===== src/rtl/mips_pkg.sv =====
// Shared fetch-stage constants: sequencer state codes, SYSCALL opcode word, default reset PC.
package mips_pkg;

    localparam logic [1:0] ST_BOOT = 2'd0;
    localparam logic [1:0] ST_RUN  = 2'd1;
    localparam logic [1:0] ST_HALT = 2'd2;

    localparam logic [31:0] SYSCALL          = 32'h0000_000C;
    localparam logic [31:0] DEFAULT_RESET_PC = 32'h0000_0000;

    function automatic logic [31:0] word_align(input logic [31:0] addr);
        return {addr[31:2], 2'b00};
    endfunction

endpackage


===== src/rtl/pc_next_logic.sv =====
// Next-PC candidates for the fetch sequencer: wrapping sequential increment and
// aligned redirect target (branch wins over jump).
module pc_next_logic
    import mips_pkg::*;
#(
    parameter logic [31:0] RESET_PC  = DEFAULT_RESET_PC,
    parameter int unsigned MEM_WORDS = 256
) (
    input  logic [31:0] pc,
    input  logic        branch_taken,
    input  logic [31:0] branch_target,
    input  logic        jump_taken,
    input  logic [31:0] jump_target,
    output logic [31:0] seq_pc,
    output logic        redirect,
    output logic [31:0] redirect_pc,
    output logic        target_misaligned
);

    localparam logic [31:0] LAST_PC = RESET_PC + 32'(4 * (MEM_WORDS - 1));

    logic [31:0] raw_target;

    always_comb begin
        seq_pc            = (pc == LAST_PC) ? RESET_PC : pc + 32'd4;
        redirect          = branch_taken | jump_taken;
        raw_target        = branch_taken ? branch_target : jump_target;
        redirect_pc       = word_align(raw_target);
        target_misaligned = (raw_target[1:0] != 2'b00);
    end

endmodule


===== src/rtl/fetch_sequencer.sv =====
// Instruction fetch sequencer: BOOT/RUN/HALT FSM, PC register and fetch output registers.
// Optional FETCH_HALT_EN: a fetched SYSCALL word parks the sequencer in HALT until reset.
module fetch_sequencer
    import mips_pkg::*;
#(
    parameter logic [31:0] RESET_PC  = DEFAULT_RESET_PC,
    parameter int unsigned MEM_WORDS = 256
) (
    input  logic        clk,
    input  logic        reset_n,
    input  logic        Stall,
    input  logic        BranchTaken,
    input  logic [31:0] BranchTarget,
    input  logic        JumpTaken,
    input  logic [31:0] JumpTarget,
    output logic [31:0] Address,
    input  logic [31:0] InstrIn,
    output logic [31:0] InstrOut,
    output logic        InstrValid,
    output logic [31:0] PCOut,
    output logic        Misaligned,
    output logic [15:0] FetchCount
);

    logic [1:0]  state;
    logic [31:0] pc;
    logic [31:0] seq_pc;
    logic        redirect;
    logic [31:0] redirect_pc;
    logic        target_misaligned;

    pc_next_logic #(
        .RESET_PC  (RESET_PC),
        .MEM_WORDS (MEM_WORDS)
    ) u_pc_next (
        .pc                (pc),
        .branch_taken      (BranchTaken),
        .branch_target     (BranchTarget),
        .jump_taken        (JumpTaken),
        .jump_target       (JumpTarget),
        .seq_pc            (seq_pc),
        .redirect          (redirect),
        .redirect_pc       (redirect_pc),
        .target_misaligned (target_misaligned)
    );

    assign Address = pc;

    always_ff @(posedge clk or negedge reset_n) begin
        if (!reset_n) begin
            state      <= ST_BOOT;
            pc         <= RESET_PC;
            InstrOut   <= '0;
            PCOut      <= '0;
            InstrValid <= 1'b0;
            Misaligned <= 1'b0;
            FetchCount <= '0;
        end else begin
            case (state)
                ST_BOOT: state <= ST_RUN;
                ST_RUN: begin
                    // Redirect squashes the word currently on InstrIn even while stalled.
                    if (redirect) begin
                        pc         <= redirect_pc;
                        InstrValid <= 1'b0;
                        if (target_misaligned) Misaligned <= 1'b1;
                    end else if (!Stall) begin
                        InstrOut   <= InstrIn;
                        PCOut      <= pc;
                        InstrValid <= 1'b1;
                        pc         <= seq_pc;
                        if (FetchCount != 16'hFFFF) FetchCount <= FetchCount + 16'd1;
`ifdef FETCH_HALT_EN
                        if (InstrIn == SYSCALL) state <= ST_HALT;
`endif
                    end
                end
                ST_HALT: InstrValid <= 1'b0;
                default: state <= ST_BOOT;
            endcase
        end
    end

endmodule

===== config.mk =====
export PLATFORM = sky130hd
export DESIGN_NAME = fetch_sequencer
export DESIGN_NICKNAME = d
export VERILOG_FILES = /design/src/rtl/mips_pkg.sv /design/src/rtl/pc_next_logic.sv /design/src/rtl/fetch_sequencer.sv
export SDC_FILE = /design/constraint.sdc
export NUM_CORES = 1
export LEC_CHECK = 0
export BUFFER_PORTS_ARGS = -buffer_cell sky130_fd_sc_hd__clkbuf_2
export CORE_UTILIZATION = 40
export CTS_CLUSTER_DIAMETER = 50
export DETAILED_ROUTE_END_ITERATION = 10
export PLACE_DENSITY_LB_ADDON = 0.2
export SYNTH_ARGS = -nofsm -noshare
export SYNTH_HDL_FRONTEND = slang
export SYNTH_SLANG_ARGS = --single-unit

===== constraint.sdc =====
create_clock -name clk -period 2.5 [get_ports clk]
set_clock_uncertainty 0.05 [all_clocks]
set_input_delay 0.5 -clock clk [delete_from_list [all_inputs] [get_ports clk]]
set_output_delay 0.5 -clock clk [all_outputs]
set_load 0.01 [all_outputs]

==> results.py <==
metrics = {
    "die": {
        "die-area_sq_um": 13800,
        "coreArea_sq_um": 12800,
        "die_w_microns": 118,
        "fp.dieH_microns": 118,
        "io_pins": 215,
        "start_util_pct": 41.7,
        "rows": 41,
    },
    "cells_and_area": {
        "final_area_sq_um": 7060,
        "fillers": 1178,
        "finalNetCount": 798,
        "area_delta_synth_final_pct": 32.1,
        "drive_gt1_share_pct": 47.0,
        "diodes": 0,
        "final_util_pct": 55.0,
    },
    "cts": {
        "ctsHtreeMaxLevel": 3,
        "root_buffer": "clkbuf_16",
        "path_clk_slew_ps": 70,
        "post_cts_buffers": 0,
        "clock_tree.buffer_depth": 2,
        "cts_hold_buffers": 0,
        "cts.sinks": 111,
        "cts_tree": "built",
        "clock_insertion_delay_worst_skew_ps": 350,
        "post_cts_resized": 0,
        "cts_buffers": 9,
    },
    "setup_path": {
        "worst_path_max_delay_cell": "o31a_1",
        "end_kind": "flop",
        "start_kind": "flop",
        "critPathMaxFanout": 10,
        "crit_family": "compound AO/OA/AOI/OAI gates",
        "timing.critical_path.cells": "nor4_1 > nand4_1 > o31a_1 > buf_4 > a222oi_1 > o2bb2ai_1",
        "required_ps": 2680,
        "crit_type": "flop to flop",
        "max_stage_delay_ps": 450,
        "crit_buf_inv": 1,
        "arrival_ps": 2490,
    },
    "yosys": {
        "synth.distinct_cells": 49,
        "syn-cell-area_sq_um": 5340,
        "synthCells": 471,
        "yosys_warnings": 0,
        "async_reset_ff_share_pct": 100,
        "yosysSeqAreaShare_pct": 52.0,
        "ys.flop_type": "dfrtp_1",
        "yosys_register_bits": 111,
        "synth_edf_count": 0,
        "synth.avg_cell_area_sq_um": 11.3,
    },
    "timing": {
        "max_slew_margin_pct": 58.9,
        "setup-violations-final": 0,
        "fin_setup_tns_ps": 0,
        "rsz0062_at_grt": "no",
        "layout_min_cycle_time_ps": 2310,
        "fin_crit_sh_pct": 92.4,
        "worst_pin_slew_ps": 616,
        "max_freq_mhz": 433,
        "final-hold-violation-count": 0,
        "final_max_slew_viol_count": 0,
    },
    "placement": {
        "finalWeightedCongestion": 0.847,
        "dpl_cell_area_sq_um": 6770,
        "portBuffers": 210,
        "hpwl_microns": 10900,
    },
    "global_route": {
        "grtUsageTotal_pct": 22.1,
        "antenna_found_initial": 0,
        "grt.overflow.total": 0,
        "grt_pass1_vias": 4812,
        "grt_start_max_net_pins": 112,
        "grt_pass1_wl_microns": 24400,
    },
    "routing": {
        "routed_via_density": 5.44,
        "dr.pass1.iters": 6,
        "wl_per_cell_microns": 16.9,
        "drt_iter0_markers": 233,
        "route.detailed.drc": 0,
        "wl_microns": 14700,
        "vias": 4747,
        "drtAntennaViolNets": 0,
    },
    "outcome": {
        "outcome": "finished clean",
    },
    "job": {
        "cap_violations": 0,
    },
    "power_and_ir_drop": {
        "p_total_uw": 5190,
        "total_leakage_power_uw": 0.00343,
        "p_per_area_nw_per_um2": 736,
        "peakVddDrop_uv": 374,
    },
    "hold_path": {
        "hold_path_class": "primary input to async pin",
    },
}
-- layer usage --
| layer | global-route usage, % | wire length [microns] |
|---|---|---|
| met1 | 28.2 | 6430 |
| met2 | 36.8 | 7170 |
| met3 | 3.73 | 737 |
| met4 | 10.3 | 394 |
| met5 | 0 | 0 |
-- stage by stage --
| stage | setup WS (ps) | hold slack, ps | cells |
|---|---|---|---|
| detailed placement | 226 | 412 | 856 |
| global route | 68.5 | 207 | 872 |
| floorplan | 336 | 154 | 474 |
| finish | 189 | 141 | 872 |
| global placement | 280 | 392 | 856 |
| CTS | 201 | 195 | 872 |
-- report_power, final --
part	switching, uW	internal, uW	leakage (uW)	total (uW)
Clock	699	727	0.000141	1430
Combinational	680	669	0.00191	1350
Sequential	268	2150	0.00138	2420
Total	1650	3540	0.00343	5190
-- flip-flops by register name, summed over array words and instances, names as in the netlist --
| name | flops |
|---|---|
| Address | 30 |
| PCOut | 30 |
| state | 1 |
| InstrOut | 32 |
| Misaligned | 1 |
| InstrValid | 1 |
| FetchCount | 16 |
-- worst paths after layout --
| kind | endpoint | cells after the start | start | slack [ps] |
|---|---|---|---|---|
| worst min register to register | Misaligned | 1 | Misaligned | 440 |
| max in group asynchronous | PCOut[26] | 2 | reset_n | 1770 |
| worst max-delay path | Address[4] | 6 | Address[22] | 190 |
| worst max register to register | Address[4] | 6 | Address[22] | 190 |
| worst min-delay path | PCOut[10] | 2 | reset_n | 140 |
| min in group clk | InstrOut[8] | 2 | InstrIn[8] | 320 |
-- layout make-up --
class / instances / area, sq um / area share (%)
repair buffers: 242 / 1320 / 18.7
inverters: 14 / 52.6 / 0.745
flip-flops and latches: 111 / 2780 / 39.4
clock buffers: 11 / 243 / 3.44
clock inverters: 5 / 47.5 / 0.674
well taps: 172 / 215 / 3.05
multi-input cells: 317 / 2400 / 34.0
-- cells by family (layout without fill, tap and decap cells) --
| family | Yosys count | in the layout | synth area share (%) |
|---|---|---|---|
| compound gates | 116 | 116 | 16.2 |
| buf+inv | 46 | 272 | 3.68 |
| mux | 64 | 64 | 13.5 |
| simple gates | 115 | 115 | 11.6 |
| fa+ha+maj | 2 | 2 | 0.468 |
| flops | 111 | 111 | 52.0 |
| other cells | 2 | 5 | 0.141 |
| xor+xnor | 15 | 15 | 2.46 |
-- layout by cell type, fill, tap and decap left out, types with 9 or more instances in the layout --
cell type / n
o21ai_0: 16
a22oi_1: 21
clkbuf_2: 209
nor3_1: 9
nand2_1: 23
inv_1: 14
mux2_2: 63
a21oi_1: 13
a22o_1: 10
nand3_1: 15
dfrtp_1: 111
nor2_1: 18
buf_4: 31
clkbuf_16: 9
nand4_1: 12
and3_1: 11
-- cells in the mapped netlist (2+ instances only) --
cell type | number | share of area [%]
nand3_1 | 15 | 1.4
o22ai_1 | 8 | 0.94
dfrtp_1 | 111 | 52
conb_1 | 2 | 0.14
o41ai_1 | 6 | 0.98
a21oi_1 | 13 | 1.2
inv_1 | 14 | 0.98
o211ai_1 | 2 | 0.28
clkbuf_1 | 21 | 1.5
a222oi_1 | 8 | 1.5
a22oi_1 | 21 | 3.0
xnor2_1 | 7 | 1.1
nor4_1 | 7 | 0.82
buf_2 | 6 | 0.56
a22o_1 | 10 | 1.6
o21ai_0 | 16 | 1.5
and2_1 | 3 | 0.35
o31ai_1 | 7 | 0.98
mux2_2 | 63 | 13
o2bb2ai_1 | 8 | 1.3
a21o_1 | 5 | 0.70
and3_1 | 11 | 1.3
and4_1 | 6 | 0.98
nand4_1 | 12 | 1.4
nor3_1 | 9 | 0.84
xor2_1 | 8 | 1.3
nand4b_1 | 2 | 0.33
buf_4 | 4 | 0.56
nor2_1 | 18 | 1.3
nand2b_1 | 2 | 0.23
nand2_1 | 23 | 1.6
o31a_1 | 5 | 0.82
ha_1 | 2 | 0.47
(Power assumes the default switching activity.)
